`config.mk`:
```
export PLATFORM = sky130hd
export DESIGN_NAME = traffic_car_queue
export DESIGN_NICKNAME = d
export VERILOG_FILES = /design/src/rtl/traffic_car_queue.sv
export SDC_FILE = /design/constraint.sdc
export NUM_CORES = 1
export LEC_CHECK = 0
export BUFFER_PORTS_ARGS = -buffer_cell sky130_fd_sc_hd__buf_2
export CELL_PAD_IN_SITES_DETAIL_PLACEMENT = 0
export CELL_PAD_IN_SITES_GLOBAL_PLACEMENT = 1
export CORE_MARGIN = 4
export CORE_UTILIZATION = 40
export DETAILED_ROUTE_END_ITERATION = 10
export GPL_TIMING_DRIVEN = 0
export HOLD_SLACK_MARGIN = 0.15
export PLACE_DENSITY_LB_ADDON = 0.1
export SETUP_SLACK_MARGIN = 0.5
export SLEW_MARGIN = 20
export SYNTH_ARGS = -nofsm -noshare
export SYNTH_HDL_FRONTEND = slang
export SYNTH_HIERARCHICAL = 1
export SYNTH_SLANG_ARGS = --single-unit
export TNS_END_PERCENT = 1
```
`constraint.sdc`:
```
create_clock -name clock -period 2 [get_ports clock]
set_clock_uncertainty 0.2 [all_clocks]
set_input_delay 0.1 -clock clock [delete_from_list [all_inputs] [get_ports clock]]
set_output_delay 0.1 -clock clock [all_outputs]
set_load 0.02 [all_outputs]
```
`src/rtl/traffic_car_queue.sv`:
```
// Vehicle-side queue model for the two-way traffic light controller: counts arrivals per approach,
// raises EWCar/NSCar and releases queued cars while green. Optional stats via TRAFFIC_QUEUE_STATS_EN.

module traffic_car_queue_lane #(
    parameter int CNT_W         = 4,
    parameter int DEPART_CYCLES = 2
) (
    input  logic             clock,
    input  logic             reset,
    input  logic             arrive,
    input  logic             light,
    output logic [CNT_W-1:0] count,
    output logic             depart,
    output logic             drop
);
    typedef enum logic [1:0] {IDLE, WAIT, SERVE} state_t;

    localparam logic [CNT_W-1:0] CNT_MAX    = '1;
    localparam logic [7:0]       TIMER_LAST = 8'(DEPART_CYCLES - 1);

    state_t           state, state_next;
    logic [7:0]       timer, timer_next;
    logic [CNT_W-1:0] count_next;

    always_ff @(posedge clock) begin
        if (reset) begin
            state <= IDLE;
            timer <= 8'd0;
            count <= '0;
        end else begin
            state <= state_next;
            timer <= timer_next;
            count <= count_next;
        end
    end

    // The timer only runs on SERVE edges with the light still green; every other edge clears it.
    always_comb begin
        state_next = state;
        timer_next = 8'd0;
        count_next = count;
        depart     = 1'b0;
        drop       = 1'b0;

        if (state == SERVE && light) begin
            if (timer == TIMER_LAST) depart = 1'b1;
            else                     timer_next = timer + 8'd1;
        end

        if (arrive && !depart) begin
            if (count == CNT_MAX) drop = 1'b1;
            else                  count_next = count + 1'b1;
        end else if (!arrive && depart) begin
            count_next = count - 1'b1;
        end

        case (state)
            IDLE:    if (arrive) state_next = light ? SERVE : WAIT;
            WAIT:    if (light) state_next = SERVE;
            SERVE: begin
                if (!light)                 state_next = WAIT;
                else if (count_next == '0)  state_next = IDLE;
            end
            default: state_next = IDLE;
        endcase
    end
endmodule

module traffic_car_queue #(
    parameter int CNT_W         = 4,
    parameter int DEPART_CYCLES = 2
) (
    input  logic             clock,
    input  logic             reset,
    input  logic             ew_arrive,
    input  logic             ns_arrive,
    input  logic             EWLite,
    input  logic             NSLite,
    output logic             EWCar,
    output logic             NSCar,
    output logic [CNT_W-1:0] ew_count,
    output logic [CNT_W-1:0] ns_count,
    output logic             overflow,
    output logic             conflict
`ifdef TRAFFIC_QUEUE_STATS_EN
    ,
    output logic [15:0]      ew_served,
    output logic [15:0]      ns_served,
    output logic [CNT_W-1:0] max_ew_q,
    output logic [CNT_W-1:0] max_ns_q
`endif
);
    logic ew_depart, ns_depart, ew_drop, ns_drop;

    traffic_car_queue_lane #(.CNT_W(CNT_W), .DEPART_CYCLES(DEPART_CYCLES)) u_ew (
        .clock(clock), .reset(reset), .arrive(ew_arrive), .light(EWLite),
        .count(ew_count), .depart(ew_depart), .drop(ew_drop)
    );

    traffic_car_queue_lane #(.CNT_W(CNT_W), .DEPART_CYCLES(DEPART_CYCLES)) u_ns (
        .clock(clock), .reset(reset), .arrive(ns_arrive), .light(NSLite),
        .count(ns_count), .depart(ns_depart), .drop(ns_drop)
    );

    assign EWCar = (ew_count != '0);
    assign NSCar = (ns_count != '0);

    // Both flags are sticky until reset so a system bench can inspect them at the end of a run.
    always_ff @(posedge clock) begin
        if (reset) begin
            overflow <= 1'b0;
            conflict <= 1'b0;
        end else begin
            overflow <= overflow | ew_drop | ns_drop;
            conflict <= conflict | (EWLite & NSLite);
        end
    end

`ifdef TRAFFIC_QUEUE_STATS_EN
    always_ff @(posedge clock) begin
        if (reset) begin
            ew_served <= 16'd0;
            ns_served <= 16'd0;
            max_ew_q  <= '0;
            max_ns_q  <= '0;
        end else begin
            if (ew_depart) ew_served <= ew_served + 16'd1;
            if (ns_depart) ns_served <= ns_served + 16'd1;
            if (ew_count > max_ew_q) max_ew_q <= ew_count;
            if (ns_count > max_ns_q) max_ns_q <= ns_count;
        end
    end
`endif
endmodule

```
==> summary.txt <==
Final period util = 0.968
leading area contributor after synthesis = dfxtp_1
Die X = 73.9 um
Post-Route Utilization = 0.575
Lkg Pwr = 0.945 nW
Wirelength per Cell = 14.3 um
TritonCTS Sinks = 30
count leader, synth = nor2_1
Diodes inserted = 0
TritonCTS buffer count = 5
worst hold path class = input port to flop
syn avg cell area = 9.23 um^2
CP max stage delay = 0.37 ns
Seq/Total Area, Yosys = 0.346
Seq. cell area = 623 um^2
number of iterations in the first detailed-routing pass = 4
count of cell types in the netlist = 38
Net Sw Power = 0.351 mW
Highest Clock Rate = 0.516 GHz
first-pass GRT wire length = 6890 um
synthesized area = 0.00174 mm^2
latest clock arrival within the worst-skew pair = 0.27 ns
fin. max-slew vios = 0
Final WS setup = 0.0637 ns
initial antenna violation count = 0
Synth Instances = 188
ys async rst share = 0
Int Pwr = 1.10 mW
Clock power frac = 0.420
Arr. time, crit path = 1.88 ns
fin crit period = 1.94 ns
Seq cells post-synth = 30
CTS tree = built
gpl congestion = 0.793
Initial Util = 0.425
initial DRC count = 84
H-tree lvl count = 2
Peak VDD IR = 0.000298 V
max_slew headroom = 0.658
RSZ-0062 raised after global routing = true
WHS = 0.171 ns
Crit-path slowest cell = dfxtp_4
power per cell area = 619 mW/mm^2
result of the run = finished clean
worst slack at placement = -0.0115 ns
Synthesis Warnings = 6
Setup-failing EPs final = 0
max-cap viol count = 0
CP endpoint kind = flop
die height = 73.9 um
Die ar. = 0.00546 mm^2
Post-synth top flop = dfxtp_1
DRC Markers = 0
top post-synthesis cells by area = dfxtp_1 35%, nor2_1 6.9%, ha_1 5.8%
Area growth, synth to finish = 35.3%
commonest cells in the netlist = 32 x nor2_1, 30 x dfxtp_1, 10 x inv_1
CP Data Required Time = 1.95 ns
top-area cell type share of the netlist area = 0.346
post-route ant nets = 0
core region area = 0.00409 mm^2
via count = 1529
CP startpoint kind = flop
num ports = 18
number of enable flip-flop cells after synthesis = 0
Final Hold Viols = 0
gr ovfl total = 0
Clock Tree Buf Depth = 2
largest net degree at the start of global routing = 13
Worst-path clk slew = 0.06 ns
Tot GR Track Use = 0.160
multi-input logic area = 0.00122 mm^2
vias in the first global route = 1528
Comb pwr share = 0.139
Seq pwr share = 0.441
Clock Tree Root = clkbuf_8
ratio of cells with drive above 1 in the final layout = 0.329
cell count after placement = 255
actual slew at the worst max-slew pin = 0.512 ns
syn_nets = 202
crit-path cells = ha_1 > and3_1 > a31oi_2 > mux2i_1 > a211oi_1 > a31oi_1
switch share = 0.241
crit-path max FO = 8
DP HPWL = 2780 um
Fill cells = 345
vias per cell = 5.44
Non-Filler Instances = 281
FP Rows = 23
IO Port Bufs = 17
Nets = 245
Post-Route WL = 4020 um
critical path class = flop to flop
-- flip-flops by register name (all words and copies together), names as in the netlist --
signal,cells
u_ew/timer,8
u_ew/count,4
u_ns/timer,8
conflict,1
u_ew/state,2
u_ns/state,2
overflow,1
u_ns/count,4
-- path summary, 6_finish.rpt --
| check | startpoint | endpoint | slack, ns | cells after the start |
|---|---|---|---|---|
| worst min register to register | u_ns/timer[0] | u_ns/timer[0] | 0.26 | 1 |
| worst min-delay path | ns_arrive | u_ns/state[1] | 0.17 | 4 |
| worst max register to register | u_ew/count[0] | u_ew/state[1] | 0.06 | 6 |
| worst max-delay path | u_ew/count[0] | u_ew/state[1] | 0.06 | 6 |
-- power by group through the flow --
stage / logic (mW) / registers [mW] / clock network (mW)
5_1_grt: 0.222 / 0.644 / 0.659
4_1_cts: 0.196 / 0.641 / 0.635
6_report: 0.202 / 0.641 / 0.611
2_1_floorplan: 0.117 / 0.661 / 0
3_5_place_dp: 0.179 / 0.654 / 0
3_3_place_gp: 0.176 / 0.653 / 0
-- stage by stage --
stage	cell area, um^2	TNS [ns]	total power, mW
floorplan	1790	0	0.778
global placement	1940	-0.0442	0.829
detailed placement	1940	-0.0115	0.833
CTS	2250	0	1.47
global route	2350	-0.0839	1.53
finish	2350	0	1.45
-- layout by cell type, fill, tap and decap left out, drive strengths merged, types with 8 or more instances in the layout --
cell	Yosys	final
nor2	32	32
dfxtp	30	30
buf	2	30
inv	10	10
dlygate4sd3	0	8
mux2i	8	8
xnor2	8	8
a211oi	8	8
ha	8	8
-- critical path: cells and delay by family (launching register included) --
kind            cells  cell delay [ns]
mux                 1             0.11
simple gates        1             0.23
flops               1             0.37
compound gates      3             0.65
fa+ha+maj           1             0.25
-- kinds of logic (layout without fill, tap and decap cells) --
kind of cell | after synthesis | after routing | synth area share
AO/OA/AOI/OAI | 29 | 29 | 0.124
adder cells (fa/ha/maj) | 8 | 8 | 0.0577
flip-flops | 30 | 30 | 0.346
XOR/XNOR | 14 | 14 | 0.0707
AND/OR/NAND/NOR | 87 | 87 | 0.321
multiplexers | 8 | 8 | 0.0461
buffers and inverters | 12 | 55 | 0.0346
-- per-layer routing --
layer / track usage / vias up / share of wire
met4: 0.0543 / 0 / 0.012
li1: - / 782 / -
met3: 0.0369 / 5 / 0.030
met2: 0.278 / 18 / 0.50
met1: 0.192 / 724 / 0.46
met5: 0 / - / 0
-- what timing repair did --
item / 4_1_cts / 5_1_grt
hold buffers: 7 / 1
hold endpoints to repair: 12 / 1
buffers inserted: 10 / 1
pin swaps: 6 / 9
cloned: 0 / 0
resized for setup: 14 / 18
setup endpoints to repair: 25 / 26
-- area by class of cell --
type	instances	area share
multi-input combinational	146	0.521
sequential	30	0.265
timing repair buffer	36	0.113
clock buffer	6	0.0352
tap	50	0.0266
inverter	10	0.0160
clock inverter	1	0.0128
buffer	2	0.00959
Power figures use the tool's default switching activity.
